$ cat config.mk
export PLATFORM = sky130hd
export DESIGN_NAME = fetch_pc_ctrl
export DESIGN_NICKNAME = d
export VERILOG_FILES = /design/src/rtl/cpu_pkg.sv /design/src/rtl/ifid_reg.sv /design/src/rtl/fetch_pc_ctrl.sv
export SDC_FILE = /design/constraint.sdc
export NUM_CORES = 1
export LEC_CHECK = 0
export CORE_ASPECT_RATIO = 1.4
export CORE_UTILIZATION = 48
export CTS_CLUSTER_SIZE = 12
export DETAILED_ROUTE_END_ITERATION = 8
export PLACE_DENSITY = 0.84
export RECOVER_POWER = 100
export SYNTH_ARGS = -nofsm -noshare
export SYNTH_HDL_FRONTEND = slang
export SYNTH_HIERARCHICAL = 1
export SYNTH_SLANG_ARGS = --single-unit
$ cat constraint.sdc
create_clock -name CLK -period 3.9 [get_ports CLK]
set_input_delay 0.78 -clock CLK [delete_from_list [all_inputs] [get_ports CLK]]
set_output_delay 0.78 -clock CLK [all_outputs]
set_load 0.02 [all_outputs]
$ cat src/rtl/cpu_pkg.sv
// cpu_pkg: shared definitions for the CPU front end.
//   - fetch_state_t : fetch controller state (RUN / HALT / ERR)
//   - HALT_INSTR_ENC: default halt encoding, beq x0,x0,0 (a branch to itself)
//   - OPC_*         : RV32I major opcodes, for decode stages that share this package
//   - pc_word_ok    : true when an address is word aligned and inside instruction memory
package cpu_pkg;

  typedef enum logic [1:0] {
    ST_RUN  = 2'd0,
    ST_HALT = 2'd1,
    ST_ERR  = 2'd2
  } fetch_state_t;

  localparam logic [31:0] HALT_INSTR_ENC = 32'h0000_0063;

  localparam logic [6:0] OPC_LUI    = 7'b0110111;
  localparam logic [6:0] OPC_AUIPC  = 7'b0010111;
  localparam logic [6:0] OPC_JAL    = 7'b1101111;
  localparam logic [6:0] OPC_JALR   = 7'b1100111;
  localparam logic [6:0] OPC_BRANCH = 7'b1100011;
  localparam logic [6:0] OPC_LOAD   = 7'b0000011;
  localparam logic [6:0] OPC_STORE  = 7'b0100011;
  localparam logic [6:0] OPC_OP_IMM = 7'b0010011;
  localparam logic [6:0] OPC_OP     = 7'b0110011;

  // pc_max is the highest legal word address (memory size minus 4).
  function automatic logic pc_word_ok(input logic [31:0] pc, input logic [31:0] pc_max);
    return (pc[1:0] == 2'b00) && (pc <= pc_max);
  endfunction

endpackage

$ cat src/rtl/ifid_reg.sv
// ifid_reg: IF/ID pipeline register.
//   CLK, Reset (async, active-low)
//   load      : capture d_instr/d_pc, set valid
//   flush     : clear valid only; payload holds (wins over load)
//   neither   : hold everything
//   valid/pc/pc4/instr : registered outputs, pc4 = pc + 4 computed at capture
module ifid_reg (
  input  logic        CLK,
  input  logic        Reset,
  input  logic        load,
  input  logic        flush,
  input  logic [31:0] d_instr,
  input  logic [31:0] d_pc,
  output logic        valid,
  output logic [31:0] pc,
  output logic [31:0] pc4,
  output logic [31:0] instr
);

  logic        r_valid;
  logic [31:0] r_pc;
  logic [31:0] r_pc4;
  logic [31:0] r_instr;

  always_ff @(posedge CLK or negedge Reset) begin
    if (!Reset) begin
      r_valid <= 1'b0;
      r_pc    <= 32'h0;
      r_pc4   <= 32'h0;
      r_instr <= 32'h0;
    end else if (flush) begin
      r_valid <= 1'b0;
    end else if (load) begin
      r_valid <= 1'b1;
      r_pc    <= d_pc;
      r_pc4   <= d_pc + 32'd4;
      r_instr <= d_instr;
    end
  end

  assign valid = r_valid;
  assign pc    = r_pc;
  assign pc4   = r_pc4;
  assign instr = r_instr;

endmodule

$ cat src/rtl/fetch_pc_ctrl.sv
// fetch_pc_ctrl: program counter and fetch state machine feeding the IF/ID register.
//   CLK, Reset (async, active-low)
//   instr_in    : instruction word at pc_out, valid before the next posedge
//   stall       : hold fetch (load-use)
//   redirect    : taken branch / jal, target on redirect_pc (beats stall)
//   pc_out      : current fetch address
//   id_valid/id_pc/id_pc4/id_instr : IF/ID register contents
//   halted      : state is not RUN
//   err         : sticky fault (bad redirect target or PC ran off the end of memory)
//   stall_cnt   : saturating count of stalled cycles
//   dbg_state   : raw fetch_state_t encoding
// Handshake: there is none; every input is sampled on each posedge, redirect has
// priority over stall, and stall has priority over the normal advance.
module fetch_pc_ctrl
  import cpu_pkg::*;
#(
  parameter logic [31:0] PC_RESET   = 32'h0000_0000,
  parameter int unsigned IMEM_BYTES = 128,
  parameter logic [31:0] HALT_INSTR = HALT_INSTR_ENC
) (
  input  logic        CLK,
  input  logic        Reset,
  input  logic [31:0] instr_in,
  input  logic        stall,
  input  logic        redirect,
  input  logic [31:0] redirect_pc,
  output logic [31:0] pc_out,
  output logic        id_valid,
  output logic [31:0] id_pc,
  output logic [31:0] id_pc4,
  output logic [31:0] id_instr,
  output logic        halted,
  output logic        err,
  output logic [15:0] stall_cnt,
  output logic [1:0]  dbg_state
);

  localparam logic [31:0] PC_MAX = 32'(IMEM_BYTES - 4);

  fetch_state_t r_state, w_state_nxt;
  logic [31:0]  r_pc, w_pc_nxt;
  logic         r_err, w_err_nxt;
  logic [15:0]  r_stall_cnt, w_stall_cnt_nxt;
  logic         w_load;
  logic         w_flush;
  logic [32:0]  w_pc_plus4;

  // 33 bits so that a PC near 2^32 cannot wrap past the range check.
  assign w_pc_plus4 = {1'b0, r_pc} + 33'd4;

  always_comb begin
    w_state_nxt     = r_state;
    w_pc_nxt        = r_pc;
    w_err_nxt       = r_err;
    w_stall_cnt_nxt = r_stall_cnt;
    w_load          = 1'b0;
    w_flush         = 1'b0;
    case (r_state)
      ST_RUN, ST_HALT: begin
        if (redirect) begin
          w_flush = 1'b1;
          if (pc_word_ok(redirect_pc, PC_MAX)) begin
            w_pc_nxt    = redirect_pc;
            w_state_nxt = ST_RUN;
          end else begin
            w_err_nxt   = 1'b1;
            w_state_nxt = ST_ERR;
          end
        end else if (r_state == ST_HALT) begin
          // The halt instruction was delivered on entry; drop it afterwards.
          w_flush = 1'b1;
        end else if (stall) begin
          if (r_stall_cnt != 16'hFFFF) w_stall_cnt_nxt = r_stall_cnt + 16'd1;
        end else begin
          w_load = 1'b1;
          // Running off the end of memory outranks a halt at the last word.
          if (w_pc_plus4 > {1'b0, PC_MAX}) begin
            w_err_nxt   = 1'b1;
            w_state_nxt = ST_ERR;
          end else if (instr_in == HALT_INSTR) begin
            w_state_nxt = ST_HALT;
          end else begin
            w_pc_nxt = w_pc_plus4[31:0];
          end
        end
      end
      ST_ERR: begin
        w_flush = 1'b1;
      end
      default: begin
        w_flush     = 1'b1;
        w_err_nxt   = 1'b1;
        w_state_nxt = ST_ERR;
      end
    endcase
  end

  always_ff @(posedge CLK or negedge Reset) begin
    if (!Reset) begin
      r_state     <= ST_RUN;
      r_pc        <= PC_RESET;
      r_err       <= 1'b0;
      r_stall_cnt <= 16'h0;
    end else begin
      r_state     <= w_state_nxt;
      r_pc        <= w_pc_nxt;
      r_err       <= w_err_nxt;
      r_stall_cnt <= w_stall_cnt_nxt;
    end
  end

  ifid_reg u_ifid (
    .CLK     (CLK),
    .Reset   (Reset),
    .load    (w_load),
    .flush   (w_flush),
    .d_instr (instr_in),
    .d_pc    (r_pc),
    .valid   (id_valid),
    .pc      (id_pc),
    .pc4     (id_pc4),
    .instr   (id_instr)
  );

  assign pc_out    = r_pc;
  assign halted    = (r_state != ST_RUN);
  assign err       = r_err;
  assign stall_cnt = r_stall_cnt;
  assign dbg_state = r_state;

endmodule
Word-level counts from Yosys, hierarchy flattened

Index checks and enable logic that the tools add are counted.

Bits in registers: 148
Input bits: 68
Output and inout port bits: 149
Word-level logic and storage cells: 70

$add $sub $neg: 3
Magnitude comparators: 2
Equality and inequality tests: 14
Mux-type cells: 28
Bitwise logic cells: 4
Reduce and logical (&&, ||, !) cells: 11

Operator list:

| cell                    | number |
|---|---|
| $mux W32                | 6 |
| $add A32 B3 Y33 const B | 1 |
| $gt A33 B7 Y1 const B   | 1 |
| $add A32 B3 Y32 const B | 1 |
| $eq A32 B7 Y1 const B   | 1 |
| $le A32 B7 Y1 const B   | 1 |
| $add A16 B1 Y16 const B | 1 |
| $ne A16 B16 Y1 const B  | 1 |
| $mux W1                 | 14 |
| $mux W2                 | 6 |
| $ne A3 B3 Y1 const B    | 4 |
| $reduce_and A5 Y1       | 2 |
| $ne A2 B2 Y1 const B    | 3 |
| $reduce_and A6 Y1       | 1 |
| $logic_not A2 Y1        | 2 |
| $ne A2 B1 Y1 const B    | 2 |
| $ne A4 B4 Y1 const B    | 1 |
| $not A1 Y1              | 4 |
| $pmux W2 S2             | 1 |
| $reduce_and A4 Y1       | 1 |
| $reduce_bool A2 Y1      | 2 |
| $eq A2 B1 Y1 const B    | 1 |
| $eq A2 B2 Y1 const B    | 1 |
| $pmux W1 S2             | 1 |
| 3 further kinds         | 3 |

Longest topological paths before layout

Word-level depth: 7
Depth in mapped cells: 12
Depth with buffers taken out: 10

Cells and area by module

Netlist, hierarchy kept.

By module, submodules not included:

| module        | instances | cells each | area an instance (um2) | sequential area each (um2) |
|---|---|---|---|---|
| ifid_reg      | 1         | 485        | 4249.1                 | 2377.3 |
| fetch_pc_ctrl | 1         | 322        | 3001.6                 | 1276.2 |

Least setup slack after synthesis

Ideal clock, no wire load.

Path kind: reg2reg
From: register r_pc[3], in the netlist pc_out[3]
To: register r_pc[3], in the netlist pc_out[3]
Arrival: 3.636 ns
Data required time: 3.772 ns
Setup slack: 0.137 ns
Stages on the path, launching flop included: 12
Buffers on the path: 2
Clock period less this slack: 3.763 ns
Path through: dfrtp_1 -> ha_1 -> buf_2 -> nand4_1 -> or4_1 -> clkbuf_1 -> xnor2_1 -> or4b_4 -> nor4_4 -> a31oi_4 -> nor3_4 -> mux2_1

Longest elaborated chain between the ends: 6
Elaborated cells between the ends (all ways): 9
Those cells by class: add/sub (1); order compare (1); eq/ne (1); mux (5); reduce/logical (1)

RTL lines:

| what                                                                  | line                 | text |
|---|---|---|
| start, declared                                                       | fetch_pc_ctrl.sv:41  | `logic [31:0] r_pc, w_pc_nxt;` |
| start signal, assigned                                                | fetch_pc_ctrl.sv:106 | `r_pc <= w_pc_nxt;` |
| $add A32 B3 Y33 (*)                                                   | fetch_pc_ctrl.sv:49  | `assign w_pc_plus4 = {1'b0, r_pc} + 33'd4;` |
| parallel branches: the longest is 5 deep, another holds $gt A33 B7 Y1 | -                    |  |

Mark *: on every way between the ends. The select of a mux whose other input is x is not followed.
A chain may end at the register's enable or synchronous reset.

Final worst setup path

From: register r_pc[3], in the netlist pc_out[3]
To: register r_pc[7], in the netlist pc_out[7]

The elaborated chain is that of the path after synthesis.

==> summary.md <==
| Metric | Value |
|---|---|
| Outcome | finished with violations |
| Failing checks | capacitance limit, slew limit |
| Fin Setup TNS | 0 ps |
| Most area-consuming cells after synthesis | dfrtp_1, nand2_1, nand4_1, nand3_1, xnor2_1 |
| First DRT Iteration DRCs | 632 |
| Ports | 217 |
| WHS Path Cells | 2 |
| Final critical-path share of the clock period | 95.14% |
| 1st-pass router iterations | 5 |
| CTS root buf | clkbuf_16 |
| Power Internal | 0.002784 W |
| Horiz. Die Dim | 105.9 microns |
| Leading area contributor after synthesis | dfrtp_1 |
| Slew headroom | -48.86% |
| Final setup fails | 0 |
| LEAKAGE | 5.004 nW |
| TritonCTS clock tree | built |
| Num Clock Sinks | 146 |
| PortBufs | 216 |
| Hold path start | u_ifid/instr[0] |
| Maxcap violations | 2 |
| Number of flops mapped to enable cells by yosys | 0 |
| Via count | 7078 |
| Worst-Skew Late Latency | 420 ps |
| Syn Nets | 879 |
| Worst IR Drop VDD | 0.0002488 V |
| Depth of the CTS H-tree | 4 |
| Gpl congestion | 0.9277 |
| Fmax | 0.2695 GHz |
| Reg-to-reg startpoint | pc_out[3] |
| Initial Util | 49.75% |
| Post-synthesis sequential area ratio | 50.39% |
| Min-Delay Path Class | reg -> reg |
| Remaining Overflow, GRT | 0 |
| Most common cell in the netlist | nand2_1 |
| Hold Vio Cnt, Final | 0 |
| WS Path Type | reg -> reg |
| Worst-path clk slew | 60 ps |
| Main synth FF type | dfrtp_1 |
| Gr usage total | 28.15% |
| Req. time, crit path | 4200 ps |
| CP startpoint kind | register |
| CTS max path bufs | 2 |
| Netlist cell types | 69 |
| Chip height | 147.4 microns |
| Core box area | 14570 sq um |
| Post-Syn Area per Cell | 8.985 sq um |
| Reg2Reg Depth | 10 |
| Clock network power share | 50.0% |
| Final net count | 1102 |
| Area grow syn2layout | 41.97% |
| Vias/cell | 5.754 |
| Inserted Diodes | 0 |
| Worst setup path start | pc_out[3] |
| Die area | 15610 sq um |
| Arrival @ worst endpoint | 4010 ps |
| Switching portion of total power | 20.72% |
| Setup crit end kind | register |
| Worst-path maximum fanout | 26 |
| Cts hold-fix bufs | 0 |
| Detail Route Antenna Nets | 0 |
| Inserted Clock Buffers | 17 |
| WL final | 21390 microns |
| Yosys reg bits | 146 |
| Row count | 52 |
| Ys async rst share | 100.0% |
| Layout cells sized above 1 | 7.205% |
| Combinational Power Share | 5.9% |
| Yosys Warn Count | 6 |
| Hold slack | 468.4 ps |
| Top cell type's share of synthesized area | 50.39% |
| RSZ-0062 raised after global routing | false |
| Slew @ Worst Pin | 2233 ps |
| DP HPWL | 14980 microns |
| Pwr dens | 341.1 nW/um^2 |
| DRC | 0 |
| Power share of the sequential group | 44.1% |
| WL/cell | 17.39 microns |
| Synth cell count leaders | nand2_1, dfrtp_1, nand3_1 |
| Clock Skew | 6.963 ps |
| Final min period | 3710 ps |
| First-pass GRT wire length | 34580 microns |
| Final Max Slew Viols | 112 |
| Largest net degree at the start of global routing | 92 |
| Vias in the first global route | 6824 |
| Post-synthesis cell count | 807 |
| Mapped Area | 7251 sq um |
| P_sw | 0.0007276 W |
| Initial antenna violation count | 0 |
| Post-CTS resize count | 0 |
-- power by group through the flow --
stage / Sequential (W) / Combinational, W / Clock [W]
2_1_floorplan: 0.00160 / 0.0000262 / 0
3_3_place_gp: 0.00158 / 0.000216 / 0
3_5_place_dp: 0.00158 / 0.000218 / 0
4_1_cts: 0.00155 / 0.000219 / 0.00179
5_1_grt: 0.00155 / 0.000225 / 0.00185
6_report: 0.00155 / 0.000207 / 0.00176
-- critical path, stage by stage (launching register included) --
cell and delay [ps]:
dfrtp_1 390, ha_1 350, nand4_1 220, or4_1 670, xnor2_1 170, or4b_4 490, nor4_4 370, a31oi_4 200
nor3_4 220, buf_4 290, and2b_1 220
-- logic make-up (layout without fill, tap and decap cells) --
logic type / Yosys count / count (layout) / synth area share [%]
compound gates: 88 / 88 / 8.231
xor+xnor: 30 / 30 / 3.624
fa+ha+maj: 4 / 4 / 0.6903
buf+inv: 51 / 285 / 3.002
flops: 146 / 146 / 50.39
mux: 6 / 6 / 0.8801
simple gates: 482 / 482 / 33.18
-- per-stage QoR --
stage	instances	worst slack, ps	total power (W)	util [%]	instance area, sq um
2_1_floorplan	807	136.9	0.001631	-	7251
3_3_place_gp	1198	250.4	0.001792	66.51	9693
3_5_place_dp	1198	117.0	0.001795	66.51	9693
4_1_cts	1228	39.08	0.003555	70.84	10320
5_1_grt	1230	1.330	0.003630	70.63	10290
6_report	1230	189.7	0.003512	70.63	10290
-- final cells by class --
class / count / area [sq um]
inverters: 12 / 45.04
flip-flops and latches: 146 / 3654
repair buffers: 243 / 2355
fillers: 1173 / 4280
clock inverters: 10 / 183.9
clock buffers: 20 / 446.7
multi-input cells: 610 / 3373
well taps: 189 / 236.5
-- worst paths after layout --
path,to,slack [ps]
worst max-delay path,pc_out[7],190
worst min-delay path,u_ifid/instr[0],470
worst max register to register,pc_out[7],190
worst min register to register,u_ifid/instr[0],470
max in group asynchronous,pc_out[5],1550
min in group asynchronous,u_ifid/pc[26],1020
-- layer usage --
metal	up-vias	wire, microns	GRT usage [%]
met5	-	0	0
met4	0	733	13.96
met3	68	1768	6.217
met2	361	10660	47.68
met1	3359	8226	33.73
li1	3290	-	-
-- layout by cell type (no fill, tap or decap), types with 3 or more instances in the layout --
cell / synthesis / final
dlygate4sd3_1: 0 / 149
a31oi_1: 8 / 8
bufinv_16: 0 / 5
o211ai_1: 3 / 3
clkdlybuf4s50_1: 0 / 66
xnor2_1: 22 / 22
nor4b_1: 3 / 3
inv_1: 12 / 12
or4_1: 9 / 9
mux2i_1: 3 / 3
nor4_1: 24 / 24
a21boi_0: 3 / 3
o21ai_0: 32 / 32
or3_1: 9 / 9
nand4_1: 33 / 33
clkbuf_2: 2 / 5
a2bb2oi_1: 5 / 6
or4_4: 3 / 3
buf_4: 3 / 20
nor3_1: 21 / 21
or2_2: 3 / 3
a21o_1: 5 / 5
xor2_1: 8 / 8
clkbuf_16: 0 / 17
ha_1: 4 / 4
dfrtp_1: 146 / 146
and4_1: 8 / 8
and3_1: 5 / 5
nor2b_1: 23 / 23
o31ai_1: 4 / 4
nand3_1: 41 / 41
clkbuf_1: 26 / 4
nor2_1: 37 / 37
nand2_1: 241 / 241
a21oi_1: 9 / 9
-- state kept, by name, summed over array words and instances (netlist names) --
| name | count |
|---|---|
| err | 1 |
| u_ifid/valid | 1 |
| dbg_state | 2 |
| u_ifid/pc4 | 30 |
| u_ifid/pc | 32 |
| pc_out | 32 |
| u_ifid/instr | 32 |
| stall_cnt | 16 |
-- repair_timing --
action / CTS / global route
endpoints found under the hold margin: 0 / 0
endpoints found under the setup margin: 0 / 29
setup buffers: 0 / 2
Power figures use the tool's default switching activity.
